$ cat src/rtl/data_mem_responder_if.sv
// Load/store bundle between the MEM-stage pipeline register and the data
// memory responder. The pipeline side drives the request fields and the
// responder drives the completion, error, stall and load-data signals.
interface data_mem_responder_if #(
  parameter int ADDR_WIDTH = 8
);
  logic                  mem_req;
  logic                  mem_rw;
  logic [1:0]            mem_size;
  logic [ADDR_WIDTH-1:0] mem_addr;
  logic [31:0]           mem_wdata;
  logic [31:0]           mem_rdata;
  logic                  mem_done;
  logic                  mem_err;
  logic                  mem_busy;

  // Pipeline side: issues requests, consumes results.
  modport master (
    output mem_req, mem_rw, mem_size, mem_addr, mem_wdata,
    input  mem_rdata, mem_done, mem_err, mem_busy
  );

  // Memory side: consumes requests, produces results.
  modport slave (
    input  mem_req, mem_rw, mem_size, mem_addr, mem_wdata,
    output mem_rdata, mem_done, mem_err, mem_busy
  );
endinterface

$ cat src/rtl/data_mem_responder.sv
// data_mem_responder: MEM-stage data memory with a fixed access latency.
// One access at a time: IDLE accepts, WAIT counts LATENCY cycles, DONE pulses
// mem_done for one cycle. The RAM is split into four byte lanes (lane k holds
// bytes with addr[1:0]==k) so every legal access touches a single row, and each
// lane is a plain byte array with a registered read.
// Optional feature: define MEM_ROTATE_EN to make misaligned word accesses
// legal (aligned row access, load result rotated right by 8*addr[1:0]).
module data_mem_responder #(
  parameter int ADDR_WIDTH = 8,
  parameter int LATENCY    = 2
) (
  input logic                 clk,
  input logic                 reset_n,
  data_mem_responder_if.slave bus
);

  localparam int ROW_W = ADDR_WIDTH - 2;
  localparam int DEPTH = 2 ** ROW_W;

  localparam logic [1:0] SZ_WORD = 2'b00;
  localparam logic [1:0] SZ_HALF = 2'b01;
  localparam logic [1:0] SZ_BYTE = 2'b10;

  typedef enum logic [1:0] {
    S_IDLE,
    S_WAIT,
    S_DONE
  } state_t;

  state_t state_reg, state_next;
  logic [3:0] cnt_reg, cnt_next;
  logic accept;
  logic finish;

  // Captured request; only rewritten on the accepting edge.
  logic                  rw_reg;
  logic [1:0]            size_reg;
  logic [ADDR_WIDTH-1:0] addr_reg;
  logic [31:0]           wdata_reg;

  logic [31:0] rdata_reg;
  logic        done_reg;
  logic        err_reg;
  logic        busy_reg;

  logic        acc_err;
  logic [31:0] rd_word;
  logic [31:0] load_val;
  logic [4:0]  lane_shift;
  logic [31:0] shifted;
`ifdef MEM_ROTATE_EN
  logic [63:0] rot_pair;
`endif

  // Next-state logic: accept in IDLE, count down in WAIT, single DONE cycle.
  always_comb begin
    state_next = state_reg;
    cnt_next   = cnt_reg;
    accept     = 1'b0;
    finish     = 1'b0;
    unique case (state_reg)
      S_IDLE: begin
        if (bus.mem_req) begin
          accept     = 1'b1;
          state_next = S_WAIT;
          cnt_next   = 4'(LATENCY - 1);
        end
      end
      S_WAIT: begin
        if (cnt_reg == 4'd0) begin
          finish     = 1'b1;
          state_next = S_DONE;
        end else begin
          cnt_next = cnt_reg - 4'd1;
        end
      end
      S_DONE: begin
        state_next = S_IDLE;
      end
      default: begin
        state_next = S_IDLE;
      end
    endcase
  end

  // State and latency counter registers.
  always_ff @(posedge clk) begin
    if (!reset_n) begin
      state_reg <= S_IDLE;
      cnt_reg   <= 4'd0;
    end else begin
      state_reg <= state_next;
      cnt_reg   <= cnt_next;
    end
  end

  // Request capture; later changes on the bus are ignored until IDLE again.
  always_ff @(posedge clk) begin
    if (accept) begin
      rw_reg    <= bus.mem_rw;
      size_reg  <= bus.mem_size;
      addr_reg  <= bus.mem_addr;
      wdata_reg <= bus.mem_wdata;
    end
  end

  // Reject reserved size and misaligned halfword/word accesses.
  always_comb begin
    acc_err = 1'b0;
    unique case (size_reg)
      SZ_HALF: acc_err = addr_reg[0];
`ifdef MEM_ROTATE_EN
      SZ_WORD: acc_err = 1'b0;
`else
      SZ_WORD: acc_err = |addr_reg[1:0];
`endif
      SZ_BYTE: acc_err = 1'b0;
      default: acc_err = 1'b1;
    endcase
  end

  // Four byte lanes. The read of the addressed row is registered on the
  // accepting edge; no write can land in between, so it is still current when
  // the result is formatted at the end of WAIT.
  genvar gi;
  generate
    for (gi = 0; gi < 4; gi++) begin : g_lane
      localparam logic [1:0] LANE = 2'(gi);
      logic [7:0] bank [DEPTH];
      logic [7:0] rd_q;
      logic [7:0] wr_byte;
      logic       lane_sel;
      logic       lane_we;

      // Lane write data: word uses its own byte, halfword the low/high byte.
      assign wr_byte = (size_reg == SZ_WORD) ? wdata_reg[8*gi +: 8] :
                       (size_reg == SZ_HALF) ? wdata_reg[8*(gi%2) +: 8] :
                                               wdata_reg[7:0];

      // Lanes covered by the captured access.
      always_comb begin
        lane_sel = 1'b0;
        unique case (size_reg)
          SZ_BYTE: lane_sel = (addr_reg[1:0] == LANE);
          SZ_HALF: lane_sel = (addr_reg[1] == LANE[1]);
          SZ_WORD: lane_sel = 1'b1;
          default: lane_sel = 1'b0;
        endcase
      end

      // Commit only on the edge entering DONE, never while reset is held.
      assign lane_we = reset_n & finish & rw_reg & ~acc_err & lane_sel;

      // Byte-lane RAM with registered read.
      always_ff @(posedge clk) begin
        if (lane_we) begin
          bank[addr_reg[ADDR_WIDTH-1:2]] <= wr_byte;
        end
        if (accept) begin
          rd_q <= bank[bus.mem_addr[ADDR_WIDTH-1:2]];
        end
      end
    end
  endgenerate

  assign rd_word    = {g_lane[3].rd_q, g_lane[2].rd_q, g_lane[1].rd_q, g_lane[0].rd_q};
  assign lane_shift = {addr_reg[1:0], 3'b000};
  assign shifted    = rd_word >> lane_shift;
`ifdef MEM_ROTATE_EN
  assign rot_pair   = {rd_word, rd_word} >> lane_shift;
`endif

  // Load formatting: zero-extended byte/halfword, word (optionally rotated).
  always_comb begin
    load_val = 32'd0;
    unique case (size_reg)
      SZ_BYTE: load_val = {24'd0, shifted[7:0]};
      SZ_HALF: load_val = {16'd0, shifted[15:0]};
`ifdef MEM_ROTATE_EN
      SZ_WORD: load_val = rot_pair[31:0];
`else
      SZ_WORD: load_val = rd_word;
`endif
      default: load_val = 32'd0;
    endcase
  end

  // Registered outputs: done/err pulse, stall flag, held load data.
  always_ff @(posedge clk) begin
    if (!reset_n) begin
      rdata_reg <= 32'd0;
      done_reg  <= 1'b0;
      err_reg   <= 1'b0;
      busy_reg  <= 1'b0;
    end else begin
      done_reg <= finish;
      err_reg  <= finish & acc_err;
      busy_reg <= (state_next != S_IDLE);
      if (finish) begin
        if (acc_err) begin
          rdata_reg <= 32'd0;
        end else if (!rw_reg) begin
          rdata_reg <= load_val;
        end
      end
    end
  end

  assign bus.mem_rdata = rdata_reg;
  assign bus.mem_done  = done_reg;
  assign bus.mem_err   = err_reg;
  assign bus.mem_busy  = busy_reg;

endmodule

$ cat src/flat_wrapper.sv
// flat-port wrapper written by rule: the top's interface ports become plain ports
module data_mem_responder_flat 
#(
  parameter int ADDR_WIDTH = 8,
  parameter int LATENCY    = 2
)
  (clk, reset_n, bus_mem_req, bus_mem_rw, bus_mem_size, bus_mem_addr, bus_mem_wdata, bus_mem_rdata, bus_mem_done, bus_mem_err, bus_mem_busy);
  data_mem_responder_if #(.ADDR_WIDTH(ADDR_WIDTH)) bus_i ();
  input logic clk;
  input logic reset_n;
  input wire logic [$bits(bus_i.mem_req)-1:0] bus_mem_req;
  input wire logic [$bits(bus_i.mem_rw)-1:0] bus_mem_rw;
  input wire logic [$bits(bus_i.mem_size)-1:0] bus_mem_size;
  input wire logic [$bits(bus_i.mem_addr)-1:0] bus_mem_addr;
  input wire logic [$bits(bus_i.mem_wdata)-1:0] bus_mem_wdata;
  output wire logic [$bits(bus_i.mem_rdata)-1:0] bus_mem_rdata;
  output wire logic [$bits(bus_i.mem_done)-1:0] bus_mem_done;
  output wire logic [$bits(bus_i.mem_err)-1:0] bus_mem_err;
  output wire logic [$bits(bus_i.mem_busy)-1:0] bus_mem_busy;
  assign bus_i.mem_req = bus_mem_req;
  assign bus_i.mem_rw = bus_mem_rw;
  assign bus_i.mem_size = bus_mem_size;
  assign bus_i.mem_addr = bus_mem_addr;
  assign bus_i.mem_wdata = bus_mem_wdata;
  assign bus_mem_rdata = bus_i.mem_rdata;
  assign bus_mem_done = bus_i.mem_done;
  assign bus_mem_err = bus_i.mem_err;
  assign bus_mem_busy = bus_i.mem_busy;
  data_mem_responder #(.ADDR_WIDTH(ADDR_WIDTH), .LATENCY(LATENCY)) u_core (.clk(clk), .reset_n(reset_n), .bus(bus_i));
endmodule
$ cat config.mk
export PLATFORM = sky130hd
export DESIGN_NAME = data_mem_responder_flat
export DESIGN_NICKNAME = d
export VERILOG_FILES = /design/src/rtl/data_mem_responder_if.sv /design/src/rtl/data_mem_responder.sv /design/src/flat_wrapper.sv
export SDC_FILE = /design/constraint.sdc
export NUM_CORES = 2
export LEC_CHECK = 0
export BUFFER_PORTS_ARGS = -buffer_cell sky130_fd_sc_hd__buf_4
export CAP_MARGIN = 15
export CORE_AREA = 2 2 463 465
export CTS_CLUSTER_DIAMETER = 60
export CTS_CLUSTER_SIZE = 25
export DETAILED_ROUTE_END_ITERATION = 10
export DIE_AREA = 0 0 465 467
export PLACE_DENSITY = 0.61
export SYNTH_ARGS = -nofsm -noshare
export SYNTH_HDL_FRONTEND = slang
export SYNTH_SLANG_ARGS = --single-unit
$ cat constraint.sdc
create_clock -name clk -period 3.5 [get_ports clk]
set_clock_uncertainty 0.2 [all_clocks]
set_input_delay 0.35 -clock clk [delete_from_list [all_inputs] [get_ports clk]]
set_output_delay 0.35 -clock clk [all_outputs]
set_load 0.01 [all_outputs]
==> impl_metrics.ini <==
[critical_path]
arrival_ns = 3.65
worst_setup_path_start_kind = flip-flop
endpoint_kind = flip-flop
critPathMaxFanout = 8
setup.worst_path.class = flip-flop to flip-flop
worstPathRequired_ns = 3.74

[finish]
largest_reg_flops = 2048
instances_no_fill = 7396
fin_area_um2 = 96620
area_growth_pct = 14.35
fin_nets = 4499
n_fill_cell = 17540
drive_above_1_share = 0.3149

[die]
die_x_um = 465
ios = 81
die-area_um2 = 217200
coreArea_um2 = 211700
die_h_um = 467
num_rows = 169
start_util = 0.3992

[logic_synthesis]
ys_seq_area_frac = 0.7642
avgSynthCellArea_um2 = 21.28
yosys.area_share.adder = 0.0001481
synth_cells = 3970
ys_types = 65
synth-compound-area-share = 0.02890
async_reset_ff_frac = 0
netlist_area_um2 = 84500
synth_top_family_by_area = multiplexers
synth-main-ff-cell = edfxtp_1
synth-seq-cells = 2164
muxShareOfSynthArea = 0.1550
synthesis.nets = 4017
synth_xor_area_frac = 0.0003109
synth_edf_count = 2123
yosys.area_share.simple = 0.03444
yosysWarnings = 0

[timing]
slew-limit-headroom = 0.2283
finalSetupViolCount = 0
final.setup.tns_ns = 0
clock.fmax_mhz = 293.0
tightestPinTransition_ns = 1.155
finalMaxSlewViolations = 0
post-route-min-period_ns = 3.413
timing.final.ws_setup_ns = 0.08655
hold_violations = 0
rsz0062_at_grt = no
hold_slack_ns = 0.04872
min_period_over_period = 0.9753

[place]
placed_cell_area_um2 = 91110
numPortBuffers = 80
placed_cells = 7080
dp_hpwl_um = 155500
gp_congestion = 0.8831
post-place-ws_ns = 0.1890

[clock_network]
clk_pin_slew_worst_paths_ns = 0.09
worstSkewPairLatency_ns = 0.83
clock_sinks = 2164
root_buffer = clkbuf_16
cts_setup_buffers = 0
clockBufferDepth = 3
cts_tree = done
numCtsBuffers = 143
cts_max_level = 4

[route]
vias_per_cell = 5.852
wl_um = 238400
drtPass1Iterations = 8
post_drt_wl_per_cell_um = 32.24
num_vias = 43280
drt_iter0_drc = 6342
ant_nets = 0
drc_errors = 0

[power_and_ir_drop]
leakage_nw = 30.21
vdd.ir_drop.worst_mv = 0.5308
powerDensity_nw_per_um2 = 527.7

[global_routing]
grt_max_degree = 65
grt-ovfl-total = 0
track_usage = 0.2170
grt_antenna_before_repair = 16
grt_pass1_vias = 42080
grt_pass1_wl_um = 331200

[outcome]
status = completed

[worst_hold_path]
hold_class = input pin to flip-flop

[flow_run]
maxCapViolCount = 0
critical path, cell delays in order (launching register included):
cell and delay (ns):
edfxtp_1 0.47, nand2_1 0.08, nor2_1 0.55, nand2_1 0.62
buf_4 0.38, nor2_1 0.73
cell families after synthesis:
| kind of cell | Yosys count |
|---|---|
| flip-flops | 2164 |
| multiplexers | 681 |
| AND/OR/NAND/NOR | 556 |
| AO/OA/AOI/OAI | 324 |
| buffers and inverters | 241 |
| XOR/XNOR | 3 |
| adder cells (fa/ha/maj) | 1 |
per-layer routing:
metal | GRT usage | vias to the layer above | part of all wire
li1 | - | 17480 | -
met1 | 0.3090 | 23130 | 0.41
met2 | 0.3297 | 2281 | 0.46
met3 | 0.05017 | 378 | 0.10
met4 | 0.07418 | 12 | 0.036
met5 | 0 | - | 0.00036
cell usage in the layout (no fill, tap or decap), types with 7 or more instances in the layout:
cell	n
a211oi_1	13
a21oi_1	28
a221oi_1	14
a222oi_1	8
a22o_1	32
a22oi_1	110
a311oi_1	23
a31oi_1	11
and2_1	13
and3_1	12
buf_12	39
buf_4	482
bufinv_16	7
clkbuf_16	144
clkinv_4	14
clkinv_8	15
clkinvlp_4	11
dfxtp_1	41
dlygate4sd3_1	48
edfxtp_1	2123
inv_12	8
inv_6	22
inv_8	24
mux2_2	78
mux2i_1	107
mux4_2	494
nand2_1	125
nand3_1	9
nor2_1	224
nor2_4	61
nor2b_1	40
nor3_1	24
o21ai_0	16
o221ai_1	14
o22a_1	8
o22ai_1	23
o2bb2ai_1	8
where the power goes:
part	switching (mW)	internal, mW	leakage, nW	total, mW
sequential	0.174	29.0	19.4	29.1
clock	9.74	8.66	2.42	18.4
combinational	2.32	1.14	8.34	3.46
through the flow:
stage | power (mW) | util
2_1_floorplan | 31.43 | -
3_3_place_gp | 33.06 | 0.4305
3_5_place_dp | 33.11 | 0.4305
4_1_cts | 51.23 | 0.4564
5_1_grt | 52.28 | 0.4564
6_report | 50.99 | 0.4565
area by class of cell:
cell class	count	area, µm²	area share
Sequential cell	2164	64570	0.6683
Multi-Input combinational cell	1565	18550	0.1919
Timing Repair Buffer	572	4925	0.05097
Clock buffer	148	3618	0.03745
Tap cell	2821	3530	0.03653
Clock inverter	115	1394	0.01443
Inverter	6	25.02	0.0002590
Antenna cell	5	12.51	0.0001295
final timing paths:
path,startpoint,endpoint,slack (ns),cells after the start
min reg2reg,u_core.bus.mem_rdata[30]$_SDFFE_PN0P_,u_core.bus.mem_rdata[30]$_SDFFE_PN0P_,0.34,2
min,bus_mem_wdata[19],u_core.wdata_reg[19]$_DFFE_PP_,0.05,2
max reg2reg,u_core.addr_reg[7]$_DFFE_PP_,u_core.g_lane[3].bank[48][7]$_DFFE_PP_,0.09,5
max,u_core.addr_reg[7]$_DFFE_PP_,u_core.g_lane[3].bank[48][7]$_DFFE_PP_,0.09,5
timing repair:
action,CTS,global route
endpoints found under the setup margin,0,8
resized for setup,0,1
endpoints found under the hold margin,100,0
hold buffers,48,0
synthesized netlist by cell type (24+ instances only):
master / count / area [µm²]
a21oi_1: 28 / 140.1
a22o_1: 32 / 280.3
a22oi_1: 110 / 825.8
buf_2: 60 / 300.3
buf_4: 60 / 450.4
clkbuf_1: 74 / 277.8
dfxtp_1: 41 / 820.8
edfxtp_1: 2123 / 63750
mux2_2: 78 / 878.3
mux2i_1: 107 / 1071
mux4_2: 494 / 11130
nand2_1: 125 / 469.2
nor2_1: 226 / 848.3
nor2_4: 60 / 675.7
nor2b_1: 44 / 275.3
nor3_1: 24 / 120.1
Power figures use the tool's default switching activity.
